[src/rtl/simple_spi_slave_if.sv]
// Wishbone register bus of simple_spi_slave: the host drives the request, the slave acknowledges.
// A request is cyc_i & stb_i; the slave answers with a one-cycle ack_o carrying dat_o, then the host drops the request.
interface simple_spi_slave_if;
  logic       cyc_i;
  logic       stb_i;
  logic       we_i;
  logic [1:0] adr_i;
  logic [7:0] dat_i;
  logic [7:0] dat_o;
  logic       ack_o;

  modport slave (
    input  cyc_i, stb_i, we_i, adr_i, dat_i,
    output dat_o, ack_o
  );

  modport master (
    output cyc_i, stb_i, we_i, adr_i, dat_i,
    input  dat_o, ack_o
  );
endinterface

[src/rtl/simple_spi_slave.sv]
// SPI responder with Wishbone register access, rx/tx byte FIFOs and simple_spi-style interrupt.
// Optional macro SIMPLE_SPI_SLAVE_LSB_FIRST_EN adds SCR b0 lsbfe (LSB-first shifting).
module simple_spi_slave #(
  parameter int unsigned FIFO_DEPTH = 4,
  parameter logic [7:0]  IDLE_BYTE  = 8'hFF
) (
  input  logic              clk_i,
  input  logic              rst_i,
  simple_spi_slave_if.slave wb,
  output logic              inta_o,
  input  logic              sck_i,
  input  logic              ss_n_i,
  input  logic              mosi_i,
  output logic              miso_o,
  output logic              miso_oe_o,
  output logic              dbg_state
);
  localparam int unsigned AW = (FIFO_DEPTH > 1) ? $clog2(FIFO_DEPTH) : 1;
  localparam int unsigned CW = AW + 1;

  typedef enum logic {IDLE = 1'b0, ACTIVE = 1'b1} state_t;
  state_t state;

  logic       spie, spe, cpol, cpha, lsbfe, ovr, udr;
  logic [2:0] sck_sync, ss_n_sync;
  logic [1:0] mosi_sync;
  logic [7:0] treg, rreg;
  logic [2:0] bcnt;
  logic       byte_done;

  logic [7:0]    rx_mem [FIFO_DEPTH];
  logic [7:0]    tx_mem [FIFO_DEPTH];
  logic [AW-1:0] rx_wp, rx_rp, tx_wp, tx_rp;
  logic [CW-1:0] rx_cnt, tx_cnt;

`ifdef SIMPLE_SPI_SLAVE_LSB_FIRST_EN
`else
  assign lsbfe = 1'b0;
`endif

  logic rx_empty, rx_full, tx_empty, tx_full;
  assign rx_empty = (rx_cnt == '0);
  assign rx_full  = (rx_cnt == CW'(FIFO_DEPTH));
  assign tx_empty = (tx_cnt == '0);
  assign tx_full  = (tx_cnt == CW'(FIFO_DEPTH));

  // Edge detect on the synchronised copies (index 1) against the history flop (index 2).
  logic sck_rise, sck_fall, ss_fall, ss_high, sample_edge, shift_edge, mosi_s;
  assign sck_rise    = sck_sync[1] & ~sck_sync[2];
  assign sck_fall    = ~sck_sync[1] & sck_sync[2];
  assign ss_fall     = ~ss_n_sync[1] & ss_n_sync[2];
  assign ss_high     = ss_n_sync[1];
  assign mosi_s      = mosi_sync[1];
  assign sample_edge = (cpol == cpha) ? sck_rise : sck_fall;
  assign shift_edge  = (cpol == cpha) ? sck_fall : sck_rise;

  logic bus_req, bus_rd, bus_wr;
  assign bus_req = wb.cyc_i & wb.stb_i & ~wb.ack_o;
  assign bus_rd  = bus_req & ~wb.we_i;
  assign bus_wr  = bus_req & wb.we_i;

  logic start, active_run, tx_load, tx_pop, underrun, tx_push;
  logic rx_byte, rx_push, rx_pop, overrun;
  assign start      = (state == IDLE) & spe & ss_fall;
  assign active_run = (state == ACTIVE) & spe & ~ss_high;
  assign tx_load    = start | (active_run & shift_edge & (bcnt == 3'd0) & byte_done);
  assign tx_pop     = tx_load & ~tx_empty;
  assign underrun   = tx_load & tx_empty;
  assign tx_push    = bus_wr & (wb.adr_i == 2'd2) & (~tx_full | tx_pop);
  assign rx_pop     = bus_rd & (wb.adr_i == 2'd2) & ~rx_empty;
  assign rx_byte    = active_run & sample_edge & (bcnt == 3'd7);
  assign rx_push    = rx_byte & (~rx_full | rx_pop);
  assign overrun    = rx_byte & rx_full & ~rx_pop;

  logic [7:0] rx_next, tx_next, treg_shift, rd_data;
  assign rx_next    = lsbfe ? {mosi_s, rreg[7:1]} : {rreg[6:0], mosi_s};
  assign tx_next    = tx_empty ? IDLE_BYTE : tx_mem[tx_rp];
  assign treg_shift = lsbfe ? {1'b0, treg[7:1]} : {treg[6:0], 1'b0};

  always_comb begin
    rd_data = 8'h00;
    case (wb.adr_i)
      2'd0:    rd_data = {spie, spe, 2'b00, cpol, cpha, 1'b0, lsbfe};
      2'd1:    rd_data = {~rx_empty, ovr, udr, 1'b0, tx_full, tx_empty, rx_full, rx_empty};
      2'd2:    rd_data = rx_empty ? 8'h00 : rx_mem[rx_rp];
      default: rd_data = 8'h00;
    endcase
  end

  always_ff @(posedge clk_i) begin
    if (rx_push) rx_mem[rx_wp] <= rx_next;
    if (tx_push) tx_mem[tx_wp] <= wb.dat_i;
  end

  always_ff @(posedge clk_i) begin
    if (rst_i) begin
      sck_sync  <= '0;
      ss_n_sync <= '1;
      mosi_sync <= '0;
      spie      <= 1'b0;
      spe       <= 1'b0;
      cpol      <= 1'b0;
      cpha      <= 1'b0;
`ifdef SIMPLE_SPI_SLAVE_LSB_FIRST_EN
      lsbfe     <= 1'b0;
`endif
      ovr       <= 1'b0;
      udr       <= 1'b0;
      wb.ack_o  <= 1'b0;
      wb.dat_o  <= 8'h00;
      inta_o    <= 1'b0;
      rx_wp     <= '0;
      rx_rp     <= '0;
      rx_cnt    <= '0;
      tx_wp     <= '0;
      tx_rp     <= '0;
      tx_cnt    <= '0;
      state     <= IDLE;
      bcnt      <= 3'd0;
      byte_done <= 1'b0;
      treg      <= IDLE_BYTE;
      rreg      <= 8'h00;
    end else begin
      sck_sync  <= {sck_sync[1:0], sck_i};
      ss_n_sync <= {ss_n_sync[1:0], ss_n_i};
      mosi_sync <= {mosi_sync[0], mosi_i};

      wb.ack_o <= bus_req;
      if (bus_rd) wb.dat_o <= rd_data;
      if (bus_wr && wb.adr_i == 2'd0) begin
        spie  <= wb.dat_i[7];
        spe   <= wb.dat_i[6];
        cpol  <= wb.dat_i[3];
        cpha  <= wb.dat_i[2];
`ifdef SIMPLE_SPI_SLAVE_LSB_FIRST_EN
        lsbfe <= wb.dat_i[0];
`endif
      end
      // A new event in the same cycle as its W1C write keeps the flag set.
      ovr    <= (ovr & ~(bus_wr & (wb.adr_i == 2'd1) & wb.dat_i[6])) | overrun;
      udr    <= (udr & ~(bus_wr & (wb.adr_i == 2'd1) & wb.dat_i[5])) | underrun;
      inta_o <= spie & (~rx_empty | ovr | udr);

      if (!spe) begin
        rx_wp  <= '0;
        rx_rp  <= '0;
        rx_cnt <= '0;
        tx_wp  <= '0;
        tx_rp  <= '0;
        tx_cnt <= '0;
      end else begin
        if (rx_push) rx_wp <= rx_wp + AW'(1);
        if (rx_pop)  rx_rp <= rx_rp + AW'(1);
        if (tx_push) tx_wp <= tx_wp + AW'(1);
        if (tx_pop)  tx_rp <= tx_rp + AW'(1);
        rx_cnt <= rx_cnt + CW'(rx_push) - CW'(rx_pop);
        tx_cnt <= tx_cnt + CW'(tx_push) - CW'(tx_pop);
      end

      case (state)
        IDLE: begin
          bcnt      <= 3'd0;
          byte_done <= 1'b0;
          if (start) begin
            state <= ACTIVE;
            treg  <= tx_next;
          end
        end
        ACTIVE: begin
          if (!active_run) begin
            state <= IDLE;
            bcnt  <= 3'd0;
          end else if (sample_edge) begin
            rreg <= rx_next;
            bcnt <= bcnt + 3'd1;
            if (bcnt == 3'd7) byte_done <= 1'b1;
          end else if (shift_edge) begin
            // The first shift edge of a cpha=1 frame holds: bit 7 is already on miso.
            if (bcnt != 3'd0)   treg <= treg_shift;
            else if (byte_done) treg <= tx_next;
          end
        end
        default: state <= IDLE;
      endcase
    end
  end

  assign miso_o    = (state == ACTIVE) ? (lsbfe ? treg[0] : treg[7]) : 1'b1;
  assign miso_oe_o = (state == ACTIVE);
  assign dbg_state = (state == ACTIVE);
endmodule

[src/flat_wrapper.sv]
// flat-port wrapper written by rule: the top's interface ports become plain ports
module simple_spi_slave_flat 
#(
  parameter int unsigned FIFO_DEPTH = 4,
  parameter logic [7:0]  IDLE_BYTE  = 8'hFF
)
  (clk_i, rst_i, inta_o, sck_i, ss_n_i, mosi_i, miso_o, miso_oe_o, dbg_state, wb_cyc_i, wb_stb_i, wb_we_i, wb_adr_i, wb_dat_i, wb_dat_o, wb_ack_o);
  simple_spi_slave_if wb_i ();
  input  logic clk_i;
  input  logic rst_i;
  output logic inta_o;
  input  logic sck_i;
  input  logic ss_n_i;
  input  logic mosi_i;
  output logic miso_o;
  output logic miso_oe_o;
  output logic dbg_state;
  input wire logic [$bits(wb_i.cyc_i)-1:0] wb_cyc_i;
  input wire logic [$bits(wb_i.stb_i)-1:0] wb_stb_i;
  input wire logic [$bits(wb_i.we_i)-1:0] wb_we_i;
  input wire logic [$bits(wb_i.adr_i)-1:0] wb_adr_i;
  input wire logic [$bits(wb_i.dat_i)-1:0] wb_dat_i;
  output wire logic [$bits(wb_i.dat_o)-1:0] wb_dat_o;
  output wire logic [$bits(wb_i.ack_o)-1:0] wb_ack_o;
  assign wb_i.cyc_i = wb_cyc_i;
  assign wb_i.stb_i = wb_stb_i;
  assign wb_i.we_i = wb_we_i;
  assign wb_i.adr_i = wb_adr_i;
  assign wb_i.dat_i = wb_dat_i;
  assign wb_dat_o = wb_i.dat_o;
  assign wb_ack_o = wb_i.ack_o;
  simple_spi_slave #(.FIFO_DEPTH(FIFO_DEPTH), .IDLE_BYTE(IDLE_BYTE)) u_core (.clk_i(clk_i), .rst_i(rst_i), .wb(wb_i), .inta_o(inta_o), .sck_i(sck_i), .ss_n_i(ss_n_i), .mosi_i(mosi_i), .miso_o(miso_o), .miso_oe_o(miso_oe_o), .dbg_state(dbg_state));
endmodule
[config.mk]
export PLATFORM = sky130hd
export DESIGN_NAME = simple_spi_slave_flat
export DESIGN_NICKNAME = d
export VERILOG_FILES = /design/src/rtl/simple_spi_slave_if.sv /design/src/rtl/simple_spi_slave.sv /design/src/flat_wrapper.sv
export SDC_FILE = /design/constraint.sdc
export NUM_CORES = 1
export LEC_CHECK = 0
export BUFFER_PORTS_ARGS = -buffer_cell sky130_fd_sc_hd__buf_2
export CAP_MARGIN = 30
export CORE_MARGIN = 10
export CORE_UTILIZATION = 50
export CTS_BUF_LIST = sky130_fd_sc_hd__clkbuf_4 sky130_fd_sc_hd__clkbuf_8
export CTS_CLUSTER_SIZE = 12
export DETAILED_ROUTE_END_ITERATION = 16
export PLACE_DENSITY = 0.68
export SYNTH_ARGS = -nofsm -noshare
export SYNTH_HDL_FRONTEND = slang
export SYNTH_SLANG_ARGS = --single-unit
[constraint.sdc]
create_clock -name clk_i -period 6.88 [get_ports clk_i]
set_input_delay 1.032 -clock clk_i [delete_from_list [all_inputs] [get_ports clk_i]]
set_output_delay 1.032 -clock clk_i [all_outputs]
set_load 0.01 [all_outputs]
# ---- Word-level counts from Yosys, hierarchy flattened
# Memory sizes are Yosys's and may differ from the RTL's. A register that Yosys moved wholly into a read port is not among the register bits.
# Index checks and enable logic that the tools add are counted.
# Widths: inputs -> output; s select.
dict set report totals {
  register_bits 58
  mem_bits_rw 64
  inputBits 18
  output_inout_bits 13
  word_cells 141
  n_memories 2
}
# memory words word_bits read_ports rd_ports_with_merged_regs write_ports line_no
set memory_table {}
lappend memory_table {u_core.rx_mem 4 8 1 1 1 simple_spi_slave.sv:31} ;# logic [7:0] rx_mem [FIFO_DEPTH];
lappend memory_table {u_core.tx_mem 4 8 1 1 1 simple_spi_slave.sv:32} ;# logic [7:0] tx_mem [FIFO_DEPTH];
dict set report classes {
  n_addsub 9
  eq_ne 14
  mux 31
  bitwise 52
  n_reduce_logical 10
}
# op n
set op_table {}
lappend op_table {{$mux 8} 8}
lappend op_table {{$and 1x1->1} 31}
lappend op_table {{$pmux 8 s3} 1}
lappend op_table {{$pmux 8 s2} 1}
lappend op_table {{$not 1->1} 14}
lappend op_table {{$mux 1} 12}
lappend op_table {{$ne 2x2->1 const B} 5}
lappend op_table {{$eq 3x3->1 const B} 3}
lappend op_table {{$logic_not 3->1} 3}
lappend op_table {{$add 2x1->2 const B} 4}
lappend op_table {{$mux 2} 4}
lappend op_table {{$or 1x1->1} 7}
lappend op_table {{$add 3x1->3} 2}
lappend op_table {{$mux 3} 2}
lappend op_table {{$ne 3x3->1 const B} 2}
lappend op_table {{$pmux 3 s2} 1}
lappend op_table {{$reduce_and 3->1} 2}
lappend op_table {{$sub 3x1->3} 2}
lappend op_table {{$reduce_and 5->1} 1}
lappend op_table {{$pmux 1 s2} 2}
lappend op_table {{$add 3x1->3 const B} 1}
lappend op_table {{$reduce_bool 3->1} 1}
lappend op_table {{$eq 2x1->1 const B} 1}
lappend op_table {{$eq 2x2->1 const B} 1}
lappend op_table {{5 further kinds} 5}

# ---- Logic depth before layout (Yosys ltp)
# Gate-level depths: netlist of run 1.
dict set report depth {
  depth_word 12
  ltp_mapped 13
  mapped_depth_nobuf 13
}

# ---- Worst setup path after synthesis of run 1
# OpenSTA, ideal clock, no wires.
dict set report synth_timing {
  path_type {in2reg}
  start {in wb_adr_i[0]}
  end {reg u_core.rx_cnt[2]}
  setup_ps 120
  arrival_time_ps 2874
  required_ps 6760
  path_slack_ps 3886
  stages 9
  n_path_buf 1
  path_cell_list {clkbuf_1 > o311a_2 > nor3_4 > ha_1 > inv_1 > fa_1 > xor2_1 > xnor2_1 > nor2_1}
}
dict set report synth_between {
  elab_chain_cells 7
}
# element line_no
set synth_rtl {}
lappend synth_rtl {{from (decl)} flat_wrapper.sv:21} ;# input wire logic [$bits(wb_i.adr_i)-1:0] wb_adr_i;
lappend synth_rtl {{$eq 2x2->1 (*)} simple_spi_slave.sv:70} ;# assign rx_pop = bus_rd & (wb.adr_i == 2'd2) & ~rx_empty;
lappend synth_rtl {{$and 1x1->1 (*) (2 in series)} simple_spi_slave.sv:70}
lappend synth_rtl {{$or 1x1->1} simple_spi_slave.sv:72} ;# assign rx_push = rx_byte & (~rx_full | rx_pop);
lappend synth_rtl {{$and 1x1->1} simple_spi_slave.sv:72}
lappend synth_rtl {{$add 3x1->3} simple_spi_slave.sv:156} ;# rx_cnt <= rx_cnt + CW'(rx_push) - CW'(rx_pop);
lappend synth_rtl {{$sub 3x1->3 (*)} simple_spi_slave.sv:156}
lappend synth_rtl {{to (signal assigned)} simple_spi_slave.sv:156}
lappend synth_rtl {{to (decl)} simple_spi_slave.sv:34} ;# logic [CW-1:0] rx_cnt, tx_cnt;
# Every way passes the cells marked *; elsewhere a longest branch is shown, timed or not.
# A chain may end at the register's enable or synchronous reset.

# ---- Final worst setup path of run 1
dict set report layout_timing {
  start {reg u_core.state, in the netlist u_core.dbg_state}
  end {reg u_core.tx_cnt[2]}
}
dict set report layout_between {
  elab_chain_cells 11
  elab_cells_between_ends 14
  classes_between {add/sub (2); bitwise (12)}
}
# element line_no
set layout_rtl {}
lappend layout_rtl {{from (decl)} simple_spi_slave.sv:22} ;# state_t state;
lappend layout_rtl {{from (signal assigned)} simple_spi_slave.sv:118} ;# state <= IDLE;
lappend layout_rtl {{from (signal assigned)} simple_spi_slave.sv:165} ;# state <= ACTIVE;
lappend layout_rtl {{from (signal assigned)} simple_spi_slave.sv:171} ;# state <= IDLE;
lappend layout_rtl {{$and 1x1->1 (2 in series)} simple_spi_slave.sv:65} ;# assign active_run = (state == ACTIVE) & spe & ~ss_high;
lappend layout_rtl {{$and 1x1->1 (3 in series)} simple_spi_slave.sv:66} ;# assign tx_load = start | (active_run & shift_edge & (bcnt == 3'd0) & byte_done);
lappend layout_rtl {{$or 1x1->1 (*)} simple_spi_slave.sv:66}
lappend layout_rtl {{$and 1x1->1 (*)} simple_spi_slave.sv:67} ;# assign tx_pop = tx_load & ~tx_empty;
lappend layout_rtl {{named net u_core.tx_pop} simple_spi_slave.sv:62} ;# logic start, active_run, tx_load, tx_pop, underrun, tx_push;
lappend layout_rtl {{$or 1x1->1} simple_spi_slave.sv:69} ;# assign tx_push = bus_wr & (wb.adr_i == 2'd2) & (~tx_full | tx_pop);
lappend layout_rtl {{$and 1x1->1} simple_spi_slave.sv:69}
lappend layout_rtl {{$add 3x1->3} simple_spi_slave.sv:157} ;# tx_cnt <= tx_cnt + CW'(tx_push) - CW'(tx_pop);
lappend layout_rtl {{$sub 3x1->3 (*)} simple_spi_slave.sv:157}
lappend layout_rtl {{to (signal assigned)} simple_spi_slave.sv:157}
lappend layout_rtl {{to (decl)} simple_spi_slave.sv:34}
# The timed path passes the listed nets; every way through them passes the cells marked *.

==> results of run 1 <==
==> power by group <==
group	leakage (nW)	switching [mW]	internal (mW)
sequential	1.08	0.00287	0.789
combinational	0.789	0.0231	0.0124
clock	0.222	0.293	0.436
total	2.09	0.319	1.24
==> state kept, by name, summed over array words and instances (netlist names), 2 cells and up, named ones only <==
name / cells
u_core.treg: 8
u_core.wb.dat_o: 8
u_core.sck_sync: 3
u_core.tx_rp: 2
u_core.ss_n_sync: 3
u_core.rx_rp: 2
u_core.mosi_sync: 2
u_core.tx_wp: 2
u_core.rx_cnt: 3
u_core.rx_mem: 32
u_core.tx_mem: 32
u_core.rreg: 7
u_core.bcnt: 3
u_core.rx_wp: 2
u_core.tx_cnt: 3
==> final cells by class <==
type	instances	share of cell area
sequential	126	0.5354
tap	136	0.02880
multi-input combinational	238	0.3234
clock inverter	14	0.03664
clock buffer	18	0.04087
timing repair buffer	30	0.02541
inverter	15	0.009530
==> worst paths after layout <==
| check | startpoint | endpoint | slack, ps |
|---|---|---|---|
| hold reg to reg | u_core.ss_n_sync[0] | u_core.ss_n_sync[1] | 410 |
| setup / recovery | u_core.dbg_state | u_core.tx_cnt[2] | 3880 |
| hold / removal | u_core.ss_n_sync[0] | u_core.ss_n_sync[1] | 410 |
| setup reg to reg | u_core.dbg_state | u_core.tx_cnt[2] | 3880 |
==> routing by layer <==
metal | global-route usage | part of all wire | vias up
met5 | 0 | 0 | -
met4 | 0.05817 | 0.010 | 0
met3 | 0.04163 | 0.060 | 12
met2 | 0.2483 | 0.50 | 95
met1 | 0.1983 | 0.43 | 1611
li1 | - | - | 1533
==> placed cells by master, fill, tap and decap left out, types with 4 or more instances in the layout <==
master	count
a21oi_1	18
and2_1	6
and2_2	4
buf_2	30
bufinv_16	5
clkbuf_8	17
clkinv_4	4
dfxtp_1	62
edfxtp_1	64
ha_1	15
inv_1	14
mux2i_1	11
mux4_2	16
nand2_1	23
nand2b_1	12
nand3_1	14
nand4_1	4
nor2_1	19
nor2b_1	10
nor3_1	6
o21ai_0	18
o221ai_1	8
o22ai_1	7
xnor2_1	4
==> synth_stat cells, types with 4 or more instances <==
cell	number
and2_2	4
mux2i_1	11
inv_1	14
and2_1	6
nand4_1	4
edfxtp_1	64
a21oi_1	18
ha_1	15
nand3_1	14
nor2_1	19
nand2b_1	12
o21ai_0	18
clkbuf_1	10
mux4_2	16
o22ai_1	7
nand2_1	23
nor2b_1	10
buf_2	4
xnor2_1	4
o221ai_1	8
nor3_1	6
dfxtp_1	62
==> worst max-delay path, cell delays in order (launching register included) <==
cell and delay (ps):
dfxtp_1 520, and3b_1 550, nand2_1 220, o31ai_4 350, ha_1 290, inv_1 60
ha_1 140, inv_1 50, fa_1 370, xor2_1 170, xnor2_1 140, nor2_1 50
==> cells by family after synthesis <==
logic type      count (synthesis)  share of synthesized area
xor+xnor                        8                    0.01489
simple gates                  114                     0.1215
fa+ha+maj                      17                    0.04371
compound gates                 68                    0.08670
flops                         126                     0.6071
mux                            31                    0.09991
buf+inv                        32                    0.02618
==> through the flow <==
stage            util  setup slack, ps  area (sq um)
2_1_floorplan       -             3886          5210
3_3_place_gp   0.5327             3622          5450
3_5_place_dp   0.5327             3533          5450
4_1_cts        0.5775             3914          5908
5_1_grt        0.5775             3642          5908
6_report       0.5775             3880          5908
==> flow_summary_export.csv, run 1 <==
group,metric,value,unit
outcome,status,"finished, final reports clean",
sta,setup_viol_count_final,0,
synthesis,yosysTopAreaCell,"edfxtp_1",
floorplan,floorplan.die.height,122.1,microns
power_and_ir_drop,worst_ir_drop_vdd,189.4,uV
worst_setup_path,crit_path_max_fanout,14,
synthesis,syn-num-nets,431,
global_route,grt_overall_usage,0.1553,
routing,post_drt_wl_per_cell,18.92,microns
worst_setup_path,critical_path_required,7190,ps
final_layout,n_antenna_cell,0,
clock_tree,post_cts_hold_buffer_count,0,
power_and_ir_drop,leakage,2.093,nW
worst_setup_path,critPathArrivalTime,3310,ps
synthesis,post_synth_inst_count,396,
synthesis,synthesis.yosys.warnings,0,
floorplan,initial_util,0.5092,
worst_hold_path,worst_hold_check_path_type,"reg -> reg",
power_and_ir_drop,power.density_cell_area,263.5,nW/um^2
final_layout,final-seq-area,3163,sq um
floorplan,standard_cell_core_area,10230,sq um
global_route,first_pass_grt_wire_length,17.78,mm
clock_tree,clock_tree.root_cell,"clkbuf_8",
synthesis,synth.top_cells.by_area,"edfxtp_1 37%, dfxtp_1 24%, mux4_2 6.9%",
sta,relSlewSlack,0.4007,
sta,finalCriticalPeriod,3000,ps
sta,final.setup_skew,11.02,ps
floorplan,ios,31,
sta,timing.final.crit_share,0.4360,
sta,fmax,0.3334,GHz
synthesis,synth_enable_flop_cells,64,
routing,via_count,3251,
clock_tree,insertion_delay,430,ps
clock_tree,post_cts.repair.setup_buffers,0,
final_layout,share_of_layout_cells_above_drive_strength_1,0.2222,
clock_tree,clockBufferDepth,2,
floorplan,row_count,37,
floorplan,die_w,122.1,microns
sta,slew_violations,0,
synthesis,yosysUniqueCellTypes,56,
power_and_ir_drop,p_total,1.557,mW
synthesis,ffs_latches_synth,126,
synthesis,ys_dominant_reg_cell,"edfxtp_1",
final_layout,syn2layout_area_growth,13.40,%
worst_setup_path,reg2regPathDepth,11,
clock_tree,numCtsBuffers,17,
routing,remaining_antenna_violation_count_after_routing,0,
global_route,grt_start_max_net_pins,30,
place,portBuffers,30,
sta,fin_worst_hold_slack,412.2,ps
sta,timing.final.hold_violations,0,
place,detailedPlacementHpwl,7.596,mm
synthesis,postSynthAreaPerCell,13.16,sq um
final_layout,area_taken_by_multi_input_logic_gates,1911,sq um
global_route,grt_antenna_before_repair,0,
clock_tree,tritoncts_num_sinks,126,
worst_hold_path,hold-path-cell-count,1,
final_layout,fillerInstances,828,
sta,totalNegativeSetupSlack,0,ps
floorplan,die-area,14900,sq um
final_layout,net_count_reported_at_finish,463,
clock_tree,h-tree-depth,4,
worst_setup_path,setup_cp_type,"reg -> reg",
sta,tightest_slew,897.1,ps
place,numPlacedInstances,545,
place,place_congestion,0.8296,
routing,detail_route.vias_per_cell,5.634,
worst_setup_path,critPathCaptureType,"flip-flop",
clock_tree,tritoncts_clock_tree,"done",
synthesis,yosys.area.top_type_share,0.3689,
routing,detailedRoute.firstPassIterationCount,4,
clock_tree,cts_repair_resize_count,0,
global_route,grt.overflow.total,0,
clock_tree,cts.clk_slew.worst_paths,70,ps
sta,rsz0062_at_grt,"false",
worst_setup_path,cp-start-kind,"flip-flop",
synthesis,synth.cell_area,5210,sq um
synthesis,synth_async_sr_flop_share,0,
run,maxCapViolations,0,
global_route,via_count_of_the_first_global_routing_pass,3380,
routing,wirelength,10.91,mm
synthesis,synth.yosys.seq_area_share,0.6071,
final_layout,instances_no_fill,577,
routing,drt_first_iter_violations,305,
routing,drc,0,
Power figures use the tool's default switching activity.
==> run 2, diff against run 1 <==
- PLACE_DENSITY: 0.68 -> 0.7
- clock period: 6.88 -> 2.5 ns (I/O delays scaled with it)
==> flow_summary_export.csv, run 2 (synthesis results as in run 1) <==
group,metric,value,unit
outcome,status,"finished, final reports clean",
sta,finalCriticalPeriod,2377,ps
power_and_ir_drop,power.density_cell_area,633.5,nW/um^2
worst_setup_path,critPathArrivalTime,2700,ps
final_layout,instances_no_fill,598,
power_and_ir_drop,worst_ir_drop_vdd,256.8,uV
sta,final.setup_skew,10.81,ps
run,maxCapViolations,0,
sta,postLayoutSetupSlackWorst,123.2,ps
place,portBuffers,30,
floorplan,floorplan.die.height,122.1,microns
sta,fin_worst_hold_slack,126.3,ps
floorplan,die_w,122.1,microns
routing,remaining_antenna_violation_count_after_routing,0,
routing,post_drt_wl_per_cell,17.94,microns
clock_tree,tritoncts_num_sinks,126,
final_layout,n_antenna_cell,0,
floorplan,row_count,37,
sta,setup_viol_count_final,0,
sta,relSlewSlack,0.5084,
final_layout,largest_regs,"u_core.rx_mem: 32 flops, u_core.tx_mem: 32 flops",
floorplan,die-area,14900,sq um
sta,totalNegativeSetupSlack,0,ps
worst_setup_path,crit_path_max_fanout,2,
worst_setup_path,cp-start-kind,"flip-flop",
place,place_congestion,0.8847,
clock_tree,post_cts_hold_buffer_count,0,
sta,timing.final.crit_share,0.9507,
place,detailedPlacementHpwl,7.658,mm
global_route,grt_overall_usage,0.1499,
sta,fmax,0.4207,GHz
routing,drc,0,
sta,timing.final.hold_violations,0,
clock_tree,numCtsBuffers,17,
final_layout,syn2layout_area_growth,14.94,%
global_route,grt_start_max_net_pins,20,
power_and_ir_drop,leakage,2.142,nW
final_layout,most-common-layout-cells,"64 x edfxtp_1, 58 x dfxtp_1, 30 x buf_2",
clock_tree,cts.clk_slew.worst_paths,70,ps
global_route,first_pass_grt_wire_length,17.12,mm
worst_setup_path,critical_path_required,2820,ps
routing,via_count,3403,
clock_tree,tritoncts_clock_tree,"done",
global_route,grt_antenna_before_repair,0,
global_route,via_count_of_the_first_global_routing_pass,3312,
clock_tree,h-tree-depth,4,
floorplan,ios,31,
routing,detailedRoute.firstPassIterationCount,5,
routing,wirelength,10.73,mm
clock_tree,insertion_delay,440,ps
worst_setup_path,setup_cp_type,"reg -> reg",
floorplan,standard_cell_core_area,10230,sq um
clock_tree,clock_tree.root_cell,"clkbuf_8",
final_layout,net_count_reported_at_finish,484,
final_layout,final_common_cell,"edfxtp_1",
place,post-place-ws,-31.86,ps
worst_setup_path,critPathCaptureType,"flip-flop",
routing,detail_route.vias_per_cell,5.691,
place,place_area,5593,sq um
final_layout,fillerInstances,820,
routing,drt_first_iter_violations,260,
clock_tree,clockBufferDepth,2,
place,numPlacedInstances,564,
final_layout,design_area,5988,sq um
sta,tightest_slew,731.8,ps
floorplan,initial_util,0.5092,
sta,rsz0062_at_grt,"false",
global_route,grt.overflow.total,0,
final_layout,share_of_layout_cells_above_drive_strength_1,0.2879,
worst_hold_path,worst_hold_check_path_type,"in -> reg",
sta,slew_violations,0,
run 2: worst max-delay path, cell delays in order (launching register included):
cell,delay (ps)
dfxtp_2,330
inv_2,60
ha_1,150
and3b_2,200
nand2_2,90
o31ai_4,200
ha_1,260
inv_1,60
ha_1,130
inv_1,50
fa_2,330
xor2_1,160
xnor2_1,180
nor2_1,60
run 2: area by class of cell:
type | count | area [sq um] | share of cell area
clock inverters | 13 | 91.34 | 0.01525
well taps | 136 | 170.2 | 0.02842
inverters | 15 | 56.30 | 0.009402
multi-input cells | 238 | 1946 | 0.3249
flip-flops and latches | 126 | 3168 | 0.5290
repair buffers | 51 | 307.8 | 0.05140
clock buffers | 19 | 249.0 | 0.04158
run 2: worst paths after layout:
kind,cells past startpoint,slack [ps],start,to
setup / recovery,13,120,u_core.bcnt[0],u_core.tx_cnt[2]
hold / removal,2,130,ss_n_i,u_core.ss_n_sync[0]
setup reg to reg,13,120,u_core.bcnt[0],u_core.tx_cnt[2]
hold reg to reg,1,420,u_core.ss_n_sync[0],u_core.ss_n_sync[1]
run 2: metal layers:
| layer | part of all wire | track usage |
|---|---|---|
| met5 | 0 | 0 |
| met4 | 0.018 | 0.06333 |
| met3 | 0.066 | 0.05227 |
| met2 | 0.50 | 0.2419 |
| met1 | 0.41 | 0.1791 |
run 2: power by group:
| part | internal, mW | total (mW) | leakage, nW | switching (mW) |
|---|---|---|---|---|
| combinational | 0.0427 | 0.108 | 0.895 | 0.0651 |
| clock | 0.706 | 1.51 | 0.164 | 0.800 |
| sequential | 2.17 | 2.18 | 1.08 | 0.00763 |
| total | 2.92 | 3.79 | 2.14 | 0.872 |
run 2: stage by stage:
stage	total power, mW	util
5_1_grt	3.924	0.5853
2_1_floorplan	2.279	-
3_5_place_dp	2.332	0.5467
4_1_cts	3.824	0.5810
3_3_place_gp	2.329	0.5467
6_report	3.794	0.5853
run 2: repair_timing:
action                                  4_1_cts  5_1_grt
gates resized for setup                       2       12
buffers inserted                              1        1
endpoints found under the setup margin        1        2
pin swaps                                     0        4
==> run 3, diff against run 2 <==
- CTS_BUF_LIST: sky130_fd_sc_hd__clkbuf_4 sky130_fd_sc_hd__clkbuf_8 -> not set
- SKIP_CTS_REPAIR_TIMING: not set -> 1
==> flow_summary_export.csv, run 3 (synthesis results as in run 1) <==
group,metric,value,unit
global_route,grt_start_max_net_pins,20,
global_route,first_pass_grt_wire_length,17.40,mm
floorplan,die-area,14900,sq um
worst_setup_path,critical_path.reg2reg.endpoint,"u_core.tx_cnt[2]",
global_route,grt_antenna_before_repair,0,
routing,drc,0,
worst_setup_path,cp_slowest_stage_delay,330,ps
final_layout,fillerInstances,798,
routing,wirelength,10.92,mm
final_layout,most-common-layout-cells,"64 x edfxtp_1, 57 x dfxtp_1, 30 x buf_2",
floorplan,standard_cell_core_area,10230,sq um
place,detailedPlacementHpwl,7.658,mm
place,portBuffers,30,
final_layout,final-seq-area,3169,sq um
final_layout,share_of_layout_cells_above_drive_strength_1,0.2857,
routing,via_count,3356,
worst_hold_path,worst_hold_check_path_type,"in -> reg",
routing,drt_first_iter_violations,316,
worst_setup_path,setup_cp_type,"reg -> reg",
sta,relSlewSlack,0.4909,
clock_tree,h-tree-depth,4,
global_route,grt.overflow.total,0,
worst_setup_path,crit_path_cell_trace,"inv_2 > ha_1 > and3b_2 > nand2_2 > o31ai_4 > ha_1 > inv_1 > ha_1 > inv_1 > fa_2 > xor2_1 > xnor2_1 > nor2_1",
final_layout,final_common_cell,"edfxtp_1",
place,place_congestion,0.8847,
routing,detailedRoute.firstPassIterationCount,4,
floorplan,ios,31,
worst_setup_path,crit_path_max_fanout,2,
worst_setup_path,worstReg2RegStart,"u_core.bcnt[0]",
floorplan,die_w,122.1,microns
worst_setup_path,critPathArrivalTime,2810,ps
sta,postLayoutSetupSlackWorst,90.14,ps
power_and_ir_drop,worst_ir_drop_vdd,370.2,uV
worst_setup_path,critical_path.most_common_cell,"ha_1",
final_layout,n_antenna_cell,0,
worst_setup_path,critical_path_required,2900,ps
outcome,status,"finished, final reports clean",
sta,slew_violations,0,
clock_tree,tritoncts_num_sinks,126,
final_layout,largest_regs,"u_core.rx_mem: 32 flops, u_core.tx_mem: 32 flops",
power_and_ir_drop,power_switching_share,0.2196,
sta,final.setup_skew,8.276,ps
final_layout,net_count_reported_at_finish,484,
clock_tree,clock_tree.root_cell,"clkbuf_8",
routing,post_drt_wl_per_cell,18.26,microns
global_route,grt_overall_usage,0.1520,
power_and_ir_drop,comb_power_share,0.025,
worst_setup_path,critPathLaunch,"u_core.bcnt[0]",
sta,tightest_slew,757.8,ps
worst_setup_path,critPathCaptureType,"flip-flop",
routing,remaining_antenna_violation_count_after_routing,0,
clock_tree,numCtsBuffers,17,
clock_tree,cts.clk_slew.worst_paths,60,ps
clock_tree,tritoncts_clock_tree,"done",
worst_setup_path,reg2regPathDepth,13,
power_and_ir_drop,clock_power_share,0.479,
sta,finalCriticalPeriod,2410,ps
sta,timing.final.crit_share,0.9639,
floorplan,initial_util,0.5092,
run,maxCapViolations,0,
sta,fmax,0.4150,GHz
power_and_ir_drop,netSwitchingPower,966.5,uW
clock_tree,insertion_delay,520,ps
worst_setup_path,reg2reg_setup_slack,90,ps
sta,setup_viol_count_final,0,
sta,timing.final.hold_violations,0,
floorplan,floorplan.die.height,122.1,microns
place,post-place-ws,-31.86,ps
power_and_ir_drop,seq_power_share,0.496,
power_and_ir_drop,power.density_cell_area,714.1,nW/um^2
global_route,via_count_of_the_first_global_routing_pass,3329,
worst_setup_path,critPathCapture,"u_core.tx_cnt[2]",
final_layout,syn2layout_area_growth,18.28,%
routing,detail_route.vias_per_cell,5.612,
clock_tree,clockBufferDepth,2,
worst_setup_path,cp-start-kind,"flip-flop",
power_and_ir_drop,leakage,2.218,nW
worst_setup_path,timing.critical_path.slowest_stage_cell,"fa_2",
power_and_ir_drop,int_power,3.434,mW
sta,fin_worst_hold_slack,41.46,ps
floorplan,row_count,37,
final_layout,area_taken_by_multi_input_logic_gates,1946,sq um
==> run 3: cell counts in the layout (fill, tap and decap cells not counted) <==
No cell type changed its count.
==> run 3: final cells by class <==
class                      instances  area share
timing repair buffer              51     0.04995
multi-input combinational        238      0.3157
clock inverter                    13     0.01482
clock buffer                      19     0.06843
sequential                       126      0.5143
tap                              136     0.02761
inverter                          15    0.009137
==> run 3: metal layers <==
layer  share of wire  vias up  track usage  wire length (microns)
li1                -     1571            -                      -
met1            0.41     1658       0.1850                   4497
met2            0.51      108       0.2443                   5571
met3           0.059       19      0.05134                    641
met4           0.019        0      0.06038                    210
met5               0        -            0                      0
==> run 3: worst max-delay path: cells and delay by family, from the launching register on <==
kind	cells	cell delay, ps
xor+xnor	2	330
fa+ha+maj	4	890
compound gates	1	210
simple gates	3	360
buf+inv	3	170
flops	1	320
==> run 3: worst min-delay path by stage <==
stage,start,endpoint,slack (ps),cells after the start
global route,ss_n_i,u_core.ss_n_sync[0],40,2
finish,ss_n_i,u_core.ss_n_sync[0],40,2
detailed placement,u_core.ss_n_sync[0],u_core.ss_n_sync[1],410,1
CTS,ss_n_i,u_core.ss_n_sync[0],30,2
floorplan,u_core.ss_n_sync[0],u_core.ss_n_sync[1],390,1
global placement,u_core.ss_n_sync[0],u_core.ss_n_sync[1],400,1
==> run 3: per-stage QoR <==
step | setup TNS, ps | std cells | power (mW) | util | area [sq um]
after floorplan | 0 | 396 | 2.279 | - | 5210
after global placement | 0 | 564 | 2.329 | 0.5467 | 5593
after detailed placement | -31.86 | 564 | 2.332 | 0.5467 | 5593
after CTS | -53.44 | 596 | 4.421 | 0.5968 | 6106
after global routing | -2.725 | 598 | 4.525 | 0.6023 | 6162
final | 0 | 598 | 4.400 | 0.6023 | 6162
==> run 3: power groups by stage <==
stage	Sequential [mW]	Combinational, mW	Clock (mW)
finish	2.18	0.108	2.11
global route	2.18	0.117	2.22
CTS	2.18	0.106	2.13
detailed placement	2.23	0.106	0
global placement	2.22	0.104	0
floorplan	2.23	0.0514	0
